### config.mk
export PLATFORM = sky130hd
export DESIGN_NAME = pipelined_prefix_adder_flat
export DESIGN_NICKNAME = d
export VERILOG_FILES = /design/src/rtl/prefix_adder_pkg.sv /design/src/rtl/pipelined_prefix_adder_if.sv /design/src/rtl/prefix_black_cell.sv /design/src/rtl/pipelined_prefix_adder.sv /design/src/flat_wrapper.sv
export SDC_FILE = /design/constraint.sdc
export NUM_CORES = 1
export LEC_CHECK = 0
export BUFFER_PORTS_ARGS = -buffer_cell sky130_fd_sc_hd__buf_2
export CAP_MARGIN = 5
export CORE_MARGIN = 8
export CORE_UTILIZATION = 39
export CTS_CLUSTER_SIZE = 28
export DETAILED_ROUTE_END_ITERATION = 10
export PLACE_DENSITY = 0.61
export SYNTH_ARGS = -nofsm -noshare
export SYNTH_HDL_FRONTEND = slang
export SYNTH_HIERARCHICAL = 1
export SYNTH_SLANG_ARGS = --single-unit
### constraint.sdc
create_clock -name clk -period 2 [get_ports clk]
set_clock_uncertainty 0.15 [all_clocks]
set_input_delay 0.4 -clock clk [delete_from_list [all_inputs] [get_ports clk]]
set_output_delay 0.4 -clock clk [all_outputs]
set_load 0.02 [all_outputs]
### src/rtl/prefix_adder_pkg.sv
// Shared types and constant functions for the pipelined prefix adder.
// Partner index selects the lower (G,P) source of each black cell.
package prefix_adder_pkg;

  typedef enum int {
    KOGGE_STONE = 0,
    SKLANSKY    = 1
  } topo_e;

  typedef struct packed {
    logic g;
    logic p;
  } gp_t;

  function automatic int clog2(input int n);
    int r;
    r = 0;
    while ((1 << r) < n) r++;
    return r;
  endfunction

  function automatic int num_stages(input int levels, input int k);
    return (levels + k - 1) / k;
  endfunction

  // -2 means the position passes straight through at this level
  function automatic int partner(input int i, input int lvl, input int topo);
    int h;
    h = 1 << (lvl - 1);
    if (topo == int'(KOGGE_STONE))
      return (i >= h) ? i - h : -2;
    return (((i / h) % 2) == 1) ? (i / h) * h - 1 : -2;
  endfunction

endpackage

### src/rtl/pipelined_prefix_adder_if.sv
// Operand/result handshake bundle for the pipelined prefix adder.
// Macro PREFIX_ADDER_OVF_EN adds the signed-overflow flag.
interface pipelined_prefix_adder_if
  import prefix_adder_pkg::*;
#(
  parameter int WIDTH = 32,
  parameter int TAG_W = 4
);
  logic             in_valid;
  logic             in_ready;
  logic [WIDTH-1:0] in_a;
  logic [WIDTH-1:0] in_b;
  logic             in_cin;
  logic [TAG_W-1:0] in_tag;
  logic             out_valid;
  logic             out_ready;
  logic [WIDTH-1:0] out_sum;
  logic             out_cout;
  logic [TAG_W-1:0] out_tag;
`ifdef PREFIX_ADDER_OVF_EN
  logic             out_ovf;

  modport slave (
    input  in_valid, in_a, in_b, in_cin, in_tag, out_ready,
    output in_ready, out_valid, out_sum, out_cout, out_tag, out_ovf
  );
  modport master (
    output in_valid, in_a, in_b, in_cin, in_tag, out_ready,
    input  in_ready, out_valid, out_sum, out_cout, out_tag, out_ovf
  );
`else
  modport slave (
    input  in_valid, in_a, in_b, in_cin, in_tag, out_ready,
    output in_ready, out_valid, out_sum, out_cout, out_tag
  );
  modport master (
    output in_valid, in_a, in_b, in_cin, in_tag, out_ready,
    input  in_ready, out_valid, out_sum, out_cout, out_tag
  );
`endif
endinterface

### src/rtl/prefix_black_cell.sv
// Prefix combine operator: high group absorbs the adjacent low group.
module prefix_black_cell
  import prefix_adder_pkg::*;
(
  input  gp_t i_hi,
  input  gp_t i_lo,
  output gp_t o_gp
);
  assign o_gp.g = i_hi.g | (i_hi.p & i_lo.g);
  assign o_gp.p = i_hi.p & i_lo.p;
endmodule

### src/rtl/pipelined_prefix_adder.sv
// Pipelined Kogge-Stone/Sklansky adder with valid/ready and in-order tag.
// Macro PREFIX_ADDER_OVF_EN adds the registered out_ovf flag.
module pipelined_prefix_adder
  import prefix_adder_pkg::*;
#(
  parameter int WIDTH         = 32,
  parameter int LVL_PER_STAGE = 2,
  parameter int TOPOLOGY      = 0,
  parameter int TAG_W         = 4
) (
  input logic clk,
  input logic rst_n,
  pipelined_prefix_adder_if.slave bus
);
  localparam int LEVELS = clog2(WIDTH);
  localparam int K      = LVL_PER_STAGE;
  localparam int S      = num_stages(LEVELS, K);

  if (TOPOLOGY != int'(KOGGE_STONE) &&
      TOPOLOGY != int'(SKLANSKY)) begin : g_bad_topo
    $error("pipelined_prefix_adder: TOPOLOGY must be 0 or 1");
  end

  logic [S-1:0]     r_v;
  logic [S-1:0]     w_en;
  logic [S-1:0]     w_sv;
  logic [WIDTH-1:0] w_g0;
  logic [WIDTH-1:0] w_p0;
  logic [WIDTH-1:0] w_lp0;
  logic             w_lcin;
  logic [TAG_W-1:0] w_ltag;
  logic [WIDTH-1:0] w_c;
  logic [WIDTH-1:0] w_sum;
  logic [WIDTH-1:0] r_sum;
  logic             r_cout;
  logic [TAG_W-1:0] r_tag;
`ifdef PREFIX_ADDER_OVF_EN
  logic             r_ovf;
`endif

  assign w_g0 = bus.in_a & bus.in_b;
  assign w_p0 = bus.in_a ^ bus.in_b;

  // Ready ripples back from the consumer; empty stages always load
  always_comb begin
    w_en = '0;
    w_sv = '0;
    w_sv[0] = bus.in_valid;
    for (int s = 1; s < S; s++) w_sv[s] = r_v[s-1];
    w_en[S-1] = !r_v[S-1] | bus.out_ready;
    for (int s = S - 2; s >= 0; s--) w_en[s] = !r_v[s] | w_en[s+1];
  end

  always_ff @(posedge clk or negedge rst_n) begin
    if (!rst_n) begin
      r_v <= '0;
    end else begin
      for (int s = 0; s < S; s++)
        if (w_en[s]) r_v[s] <= w_sv[s];
    end
  end

  for (genvar l = 1; l <= LEVELS; l++) begin : g_lvl
    logic [WIDTH-1:0] w_ig;
    logic [WIDTH-1:0] w_ip;
    logic [WIDTH-1:0] w_g;
    logic [WIDTH-1:0] w_p;

    if (l == 1) begin : g_in
      assign w_ig = w_g0;
      assign w_ip = w_p0;
    end else if (((l - 1) % K) == 0) begin : g_in
      assign w_ig = g_stg[(l-1)/K-1].r_g;
      assign w_ip = g_stg[(l-1)/K-1].r_p;
    end else begin : g_in
      assign w_ig = g_lvl[l-1].w_g;
      assign w_ip = g_lvl[l-1].w_p;
    end

    for (genvar i = 0; i < WIDTH; i++) begin : g_bit
      localparam int PT = partner(i, l, TOPOLOGY);
      if (PT >= 0) begin : g_bc
        gp_t w_o;
        prefix_black_cell u_bc (
          .i_hi ({w_ig[i], w_ip[i]}),
          .i_lo ({w_ig[PT], w_ip[PT]}),
          .o_gp (w_o)
        );
        assign w_g[i] = w_o.g;
        assign w_p[i] = w_o.p;
      end else begin : g_pass
        assign w_g[i] = w_ig[i];
        assign w_p[i] = w_ip[i];
      end
    end
  end

  for (genvar s = 0; s < S - 1; s++) begin : g_stg
    logic [WIDTH-1:0] r_g;
    logic [WIDTH-1:0] r_p;
    logic [WIDTH-1:0] r_p0;
    logic             r_cin;
    logic [TAG_W-1:0] r_tag;
    logic [WIDTH-1:0] w_p0i;
    logic             w_cini;
    logic [TAG_W-1:0] w_tagi;

    if (s == 0) begin : g_src
      assign w_p0i  = w_p0;
      assign w_cini = bus.in_cin;
      assign w_tagi = bus.in_tag;
    end else begin : g_src
      assign w_p0i  = g_stg[s-1].r_p0;
      assign w_cini = g_stg[s-1].r_cin;
      assign w_tagi = g_stg[s-1].r_tag;
    end

    always_ff @(posedge clk or negedge rst_n) begin
      if (!rst_n) begin
        r_g   <= '0;
        r_p   <= '0;
        r_p0  <= '0;
        r_cin <= 1'b0;
        r_tag <= '0;
      end else if (w_en[s] && w_sv[s]) begin
        r_g   <= g_lvl[(s+1)*K].w_g;
        r_p   <= g_lvl[(s+1)*K].w_p;
        r_p0  <= w_p0i;
        r_cin <= w_cini;
        r_tag <= w_tagi;
      end
    end
  end

  if (S == 1) begin : g_last
    assign w_lp0  = w_p0;
    assign w_lcin = bus.in_cin;
    assign w_ltag = bus.in_tag;
  end else begin : g_last
    assign w_lp0  = g_stg[S-2].r_p0;
    assign w_lcin = g_stg[S-2].r_cin;
    assign w_ltag = g_stg[S-2].r_tag;
  end

  // Carry-in enters as position -1 (G=cin, P=0) via one final gray cell
  assign w_c = g_lvl[LEVELS].w_g |
               (g_lvl[LEVELS].w_p & {WIDTH{w_lcin}});
  assign w_sum = w_lp0 ^ {w_c[WIDTH-2:0], w_lcin};

  always_ff @(posedge clk or negedge rst_n) begin
    if (!rst_n) begin
      r_sum  <= '0;
      r_cout <= 1'b0;
      r_tag  <= '0;
`ifdef PREFIX_ADDER_OVF_EN
      r_ovf  <= 1'b0;
`endif
    end else if (w_en[S-1] && w_sv[S-1]) begin
      r_sum  <= w_sum;
      r_cout <= w_c[WIDTH-1];
      r_tag  <= w_ltag;
`ifdef PREFIX_ADDER_OVF_EN
      r_ovf  <= w_c[WIDTH-1] ^ w_c[WIDTH-2];
`endif
    end
  end

  assign bus.in_ready  = w_en[0];
  assign bus.out_valid = r_v[S-1];
  assign bus.out_sum   = r_sum;
  assign bus.out_cout  = r_cout;
  assign bus.out_tag   = r_tag;
`ifdef PREFIX_ADDER_OVF_EN
  assign bus.out_ovf   = r_ovf;
`endif

endmodule

### src/flat_wrapper.sv
// flat-port wrapper written by rule: the top's interface ports become plain ports
module pipelined_prefix_adder_flat import prefix_adder_pkg::*;
#(
  parameter int WIDTH         = 32,
  parameter int LVL_PER_STAGE = 2,
  parameter int TOPOLOGY      = 0,
  parameter int TAG_W         = 4
)
  (clk, rst_n, bus_in_valid, bus_in_a, bus_in_b, bus_in_cin, bus_in_tag, bus_out_ready, bus_in_ready, bus_out_valid, bus_out_sum, bus_out_cout, bus_out_tag);
  pipelined_prefix_adder_if #(.WIDTH(WIDTH), .TAG_W(TAG_W)) bus_i ();
  input logic clk;
  input logic rst_n;
  input wire logic [$bits(bus_i.in_valid)-1:0] bus_in_valid;
  input wire logic [$bits(bus_i.in_a)-1:0] bus_in_a;
  input wire logic [$bits(bus_i.in_b)-1:0] bus_in_b;
  input wire logic [$bits(bus_i.in_cin)-1:0] bus_in_cin;
  input wire logic [$bits(bus_i.in_tag)-1:0] bus_in_tag;
  input wire logic [$bits(bus_i.out_ready)-1:0] bus_out_ready;
  output wire logic [$bits(bus_i.in_ready)-1:0] bus_in_ready;
  output wire logic [$bits(bus_i.out_valid)-1:0] bus_out_valid;
  output wire logic [$bits(bus_i.out_sum)-1:0] bus_out_sum;
  output wire logic [$bits(bus_i.out_cout)-1:0] bus_out_cout;
  output wire logic [$bits(bus_i.out_tag)-1:0] bus_out_tag;
  assign bus_i.in_valid = bus_in_valid;
  assign bus_i.in_a = bus_in_a;
  assign bus_i.in_b = bus_in_b;
  assign bus_i.in_cin = bus_in_cin;
  assign bus_i.in_tag = bus_in_tag;
  assign bus_i.out_ready = bus_out_ready;
  assign bus_in_ready = bus_i.in_ready;
  assign bus_out_valid = bus_i.out_valid;
  assign bus_out_sum = bus_i.out_sum;
  assign bus_out_cout = bus_i.out_cout;
  assign bus_out_tag = bus_i.out_tag;
  pipelined_prefix_adder #(.WIDTH(WIDTH), .LVL_PER_STAGE(LVL_PER_STAGE), .TOPOLOGY(TOPOLOGY), .TAG_W(TAG_W)) u_core (.clk(clk), .rst_n(rst_n), .bus(bus_i));
endmodule
# Word level (Yosys, flattened, before mapping)
# Cells that the tools add are included.
[word_totals]
reg_bits = 242
inputBits = 73
elab_cells = 417
[classes]
bitwise = 395
n_reduce_logical = 6
[op_table]
columns = ["op", "n"]
rows = [
  ["bitwise AND 1 bit", 258],
  ["OR 1 bit", 132],
  ["bitwise AND 32 bit", 2],
  ["XOR 32 bit", 2],
  ["OR 32 bit", 1],
  ["logical AND 1 bit", 3],
  ["zero test 1 bit", 3],
]

# Logic depth before layout (Yosys ltp)
[depth]
ltp_word = 5
depth_mapped = 5

# By module
# Netlist, hierarchy kept.
[by_module_without_submodules]
columns = ["mod", "n_inst", "cells_per_inst", "area_each_um2", "seq_area_each_um2"]
rows = [
  ["pipelined_prefix_adder", 1, 610, 9963.3, 6005.8],
  ["prefix_black_cell", 129, 2, 15.0, 0.0],
]

# Worst setup path before layout
# OpenSTA, ideal clock, no wires.
[synth_timing]
path_kind = "reg2reg"
start = "reg u_core.r_v[2]"
end = "reg u_core.g_stg[0].r_g[0], in the netlist u_core/g_lvl[3].w_ig[0]"
arrival_time_ns = 1.597
required_ns = 1.725
path_slack_ns = 0.129
stages_incl_launch_ff = 5
path_buffers = 1
period_less_slack_ns = 1.871
path_cell_list = "dfrtp_1 > nand4b_1 > nand2_4 > buf_6 > mux2_2"
[synth_via]
elab_chain_cells = 5
[synth_lines]
columns = ["item", "line_no", "text"]
rows = [
  ["start: declaration", "pipelined_prefix_adder.sv:24", "logic [S-1:0] r_v;"],
  ["start signal: indexed assignment", "pipelined_prefix_adder.sv:59", "if (w_en[s]) r_v[s] <= w_sv[s];"],
  ["zero test 1 bit", "pipelined_prefix_adder.sv:50", "w_en[S-1] = !r_v[S-1] | bus.out_ready;"],
  ["OR 1 bit", "pipelined_prefix_adder.sv:50", ""],
  ["OR 1 bit (2 in series)", "pipelined_prefix_adder.sv:51", "for (int s = S - 2; s >= 0; s--) w_en[s] = !r_v[s] | w_en[s+1];"],
  ["net bus_in_ready", "flat_wrapper.sv:19", "output wire logic [$bits(bus_i.in_ready)-1:0] bus_in_ready;"],
  ["logical AND 1 bit", "pipelined_prefix_adder.sv:125", "end else if (w_en[s] && w_sv[s]) begin"],
  ["end signal: assignment", "pipelined_prefix_adder.sv:126", "r_g <= g_lvl[(s+1)*K].w_g;"],
  ["end: declaration", "pipelined_prefix_adder.sv:99", "logic [WIDTH-1:0] r_g;"],
]
# The timed path passes the listed nets, and every way through them passes these cells.
# A chain may end at the register's enable or synchronous reset.

# Worst setup path after layout
[layout_timing]
start = "reg u_core.r_v[0]"
end = "out bus_in_ready"
[layout_via]
elab_chain_cells = 2
[layout_lines]
columns = ["item", "line_no"]
rows = [
  ["zero test 1 bit", "pipelined_prefix_adder.sv:51"],
  ["OR 1 bit", "pipelined_prefix_adder.sv:51"],
  ["end: declaration", "flat_wrapper.sv:19"],
]
# No other way between the ends.

==> out/qor.csv <==
stage,metric,value,unit
die,initial core utilization,0.392,
critical_path,"CP delay by family, top",flip-flops,
pwr,VDD IR-drop max,0.768,mV
synthesis,largest family of logic cells by synthesized area,multiplexers,
synthesis,Post-synth top cells,"240 x dfrtp_1, 206 x mux2_2, 129 x a21o_1, 129 x and2_2, 33 x ha_1",
critical_path,FF-to-FF Start,u_core/r_v[1]$_DFFE_PN0P_,
grt,vias in the first global route,7838,
clock_tree,Resize count post-CTS,0,
critical_path,crit path kind,flip-flop to output port,
hold_path,Worst Hold End,u_core/g_stg[0].r_p0[21]$_DFFE_PN0P_,
pwr,pwr/cell area,1190,nW/um^2
clock_tree,root buffer cell,clkbuf_16,
timing,final worst path period share,0.903,
pwr,leakage,7.21,nW
timing,# setup viols final,0,
synthesis,largest cells by area after synthesis,"dfrtp_1 50%, mux2_2 19%, a21o_1 8.1%",
placement,"Cell Area, Placed",13100,sq um
synthesis,Synth cell types,21,
critical_path,Worst setup SP type,flip-flop,
detailed_routing,antenna-violating nets left,0,
timing,setup TNS,0,ps
detailed_routing,WL per Instance,19.6,um
clock_tree,Max clock buf depth,3,
synthesis,share of the synthesized area in the top cell type,0.505,
clock_tree,TritonCTS buffer count,28,
pwr,total power,0.0168,W
grt,Global Route Usage Sum,0.156,
synthesis,Yosys top cell by area,dfrtp_1,
synthesis,most common cell in the netlist,dfrtp_1,
synthesis,mux cell area share after synthesis,0.233,
outcome,status,"finished, final reports clean",
critical_path,cell depth of the worst flop-to-flop path,5,
critical_path,FF-to-FF End,u_core/g_stg[0].r_p0[15]$_DFFE_PN0P_,
timing,unrepaired setup endpoints after global routing,false,
final_layout,NumNets Final,1122,
synthesis,synthesized cell area,11900,sq um
synthesis,Adder-Cell Fraction of Synth Area,0.0347,
clock_tree,clock latency at the later pin of the worst-skew pair,540,ps
timing,Slew Limit Fails,0,
final_layout,area growth from synthesis to layout,19.0,%
grt,initial antenna violation count,0,
timing,Final Hold Viols,0,
placement,HPWL Detailed,21000,um
hold_path,HP Start,bus_in_b[21],
critical_path,r2r setup slk,210,ps
grt,global-route wire length before repair,44900,um
die,# rows,64,
synthesis,simple-gate share of the synthesized area,0.0853,
final_layout,fin area,14200,sq um
final_layout,fraction of layout instances using a drive strength above 1,0.531,
die,core area,30300,sq um
critical_path,Setup crit end kind,output port,
grt,largest net degree at the start of global routing,55,
synthesis,Post-Synthesis Cells,868,
detailed_routing,final WL,28000,um
final_layout,# diodes,0,
synthesis,Post-synth EDFFs,0,
clock_tree,H-tree depth,1,
placement,routability cong.,0.780,
critical_path,Critical path buffers and inverters,1,
synthesis,"FFs w/ async S/R, synth",1.00,
timing,actual slew at the worst max-slew pin,498,ps
critical_path,"Max FO, Critical Path",3,
synthesis,post-synthesis compound-gate area fraction,0.0974,
synthesis,post-synthesis sequential area ratio,0.505,
hold_path,Hold Crit Class,primary input to flip-flop,
detailed_routing,routed via count,7157,
grt,total grt overflow,0,
synthesis,Post-Synth XOR/XNOR Area,0.0228,
clock_tree,Clock Sinks,240,
clock_tree,clock-pin transition on the worst setup and hold timing paths,60,ps
synthesis,Avg Inst Size Synth,13.7,sq um
synthesis,ys flop type,dfrtp_1,
final_layout,post-layout util,0.467,
detailed_routing,Remaining DRCs,0,
synthesis,synthesized net count,974,
critical_path,CP cell instances,nand4b_1 > buf_2,
timing,Fmax,554,MHz
timing,Rel. slew slack,0.668,
synthesis,Syn. warnings,6,
detailed_routing,starting DRC count in detailed routing,353,
detailed_routing,drt first pass iters,7,
synthesis,Yosys reg bits,240,
detailed_routing,vias per cell,4.99,
die,Vert. Die Dim,191,um
flow_run,Max Cap Violations,0,
placement,PortBufs,111,
clock_tree,CTS tree,done,
critical_path,Slowest cell on crit path,dfrtp_1,
critical_path,Worst EP arrival,1260,ps
die,die area,36400,sq um
die,I/O Pins,112,
timing,fin crit period,1810,ps
hold_path,Hold Path Cell Cnt,3,
die,die width,191,um
critical_path,worst path required time,1450,ps
critical_path,critical path's largest stage delay,420,ps
[state kept, by name, summed over array words and instances (netlist names)]
name                 cells
u_core/g_lvl.w_ip       64
u_core/g_stg.r_p0       62
u_core/bus.out_cout      1
u_core/g_stg.r_tag       8
u_core/bus.out_tag       4
u_core/bus.out_sum      32
u_core/g_stg.r_cin       2
u_core/g_lvl.w_ig       64
u_core/r_v               3
[per-layer routing]
layer | wire [um] | track usage
met5 | 0 | 0
met4 | 340 | 0.0304
met3 | 938 | 0.0219
met2 | 13600 | 0.262
met1 | 13100 | 0.212
[tightest hold or removal path, stage by stage]
cell    delay [ps]
buf_2           80
ha_1           160
mux2_2         150
[cell usage in the layout, fill, tap and decap left out, types with 2 or more instances in the layout]
| cell | count |
|---|---|
| dfrtp_1 | 240 |
| mux2_2 | 206 |
| and2_2 | 129 |
| a21o_1 | 129 |
| buf_2 | 110 |
| ha_1 | 33 |
| a21oi_1 | 32 |
| xnor2_1 | 31 |
| mux2_4 | 30 |
| clkbuf_16 | 29 |
| buf_12 | 14 |
| buf_4 | 13 |
| dlygate4sd3_1 | 7 |
| clkbuf_8 | 6 |
| clkbuf_1 | 6 |
| bufinv_16 | 5 |
| clkinv_2 | 4 |
| nand2b_1 | 2 |
[what timing repair did]
item | 4_1_cts | 5_1_grt
endpoints found under the setup margin | 0 | 1
hold buffers | 7 | 0
buffers inserted | 0 | 1
endpoints found under the hold margin | 52 | 0
[final cells by class]
class,instances,area (sq um)
sequential,240,6010
timing repair buffer,145,1010
fill,2790,16200
multi-input combinational,600,5630
clock buffer,41,831
tap,396,495
inverter,1,3.75
clock inverter,10,181
[worst max path at each step]
stage                              start                                    to  slack [ps]  cells after the start
6_report       u_core/r_v[0]$_DFFE_PN0P_                          bus_in_ready         190                      2
3_3_place_gp               bus_out_ready  u_core/g_lvl[3].w_ig[14]$_DFFE_PN0P_          80                      5
3_5_place_dp               bus_out_ready  u_core/g_lvl[3].w_ig[17]$_DFFE_PN0P_          50                      5
4_1_cts        u_core/r_v[1]$_DFFE_PN0P_                          bus_in_ready           8                      2
5_1_grt        u_core/r_v[1]$_DFFE_PN0P_  u_core/g_stg[0].r_p0[11]$_DFFE_PN0P_         100                      5
2_1_floorplan  u_core/r_v[2]$_DFFE_PN0P_   u_core/g_lvl[3].w_ig[0]$_DFFE_PN0P_         130                      4
[cell families (layout without fill, tap and decap cells)]
logic type | Yosys count | after routing
compound gates | 164 | 164
mux | 236 | 236
flops | 240 | 240
simple gates | 136 | 136
buf+inv | 28 | 197
xor+xnor | 31 | 31
fa+ha+maj | 33 | 33
[metrics by stage]
stage	std cells	worst slack (ps)	hold WS [ps]
floorplan	868	129	-45.6
global placement	1374	75.0	228
detailed placement	1374	51.0	232
CTS	1432	8.48	92.1
global route	1433	99.8	142
finish	1433	194	136
[where the power goes]
part | total, W | internal, W | leakage [nW] | switching, W
Combinational | 0.00443 | 0.00232 | 3.75 | 0.00210
Clock | 0.00553 | 0.00351 | 0.500 | 0.00201
Sequential | 0.00687 | 0.00604 | 2.96 | 0.000825
Note: power is estimated with default switching activity, not from simulation.
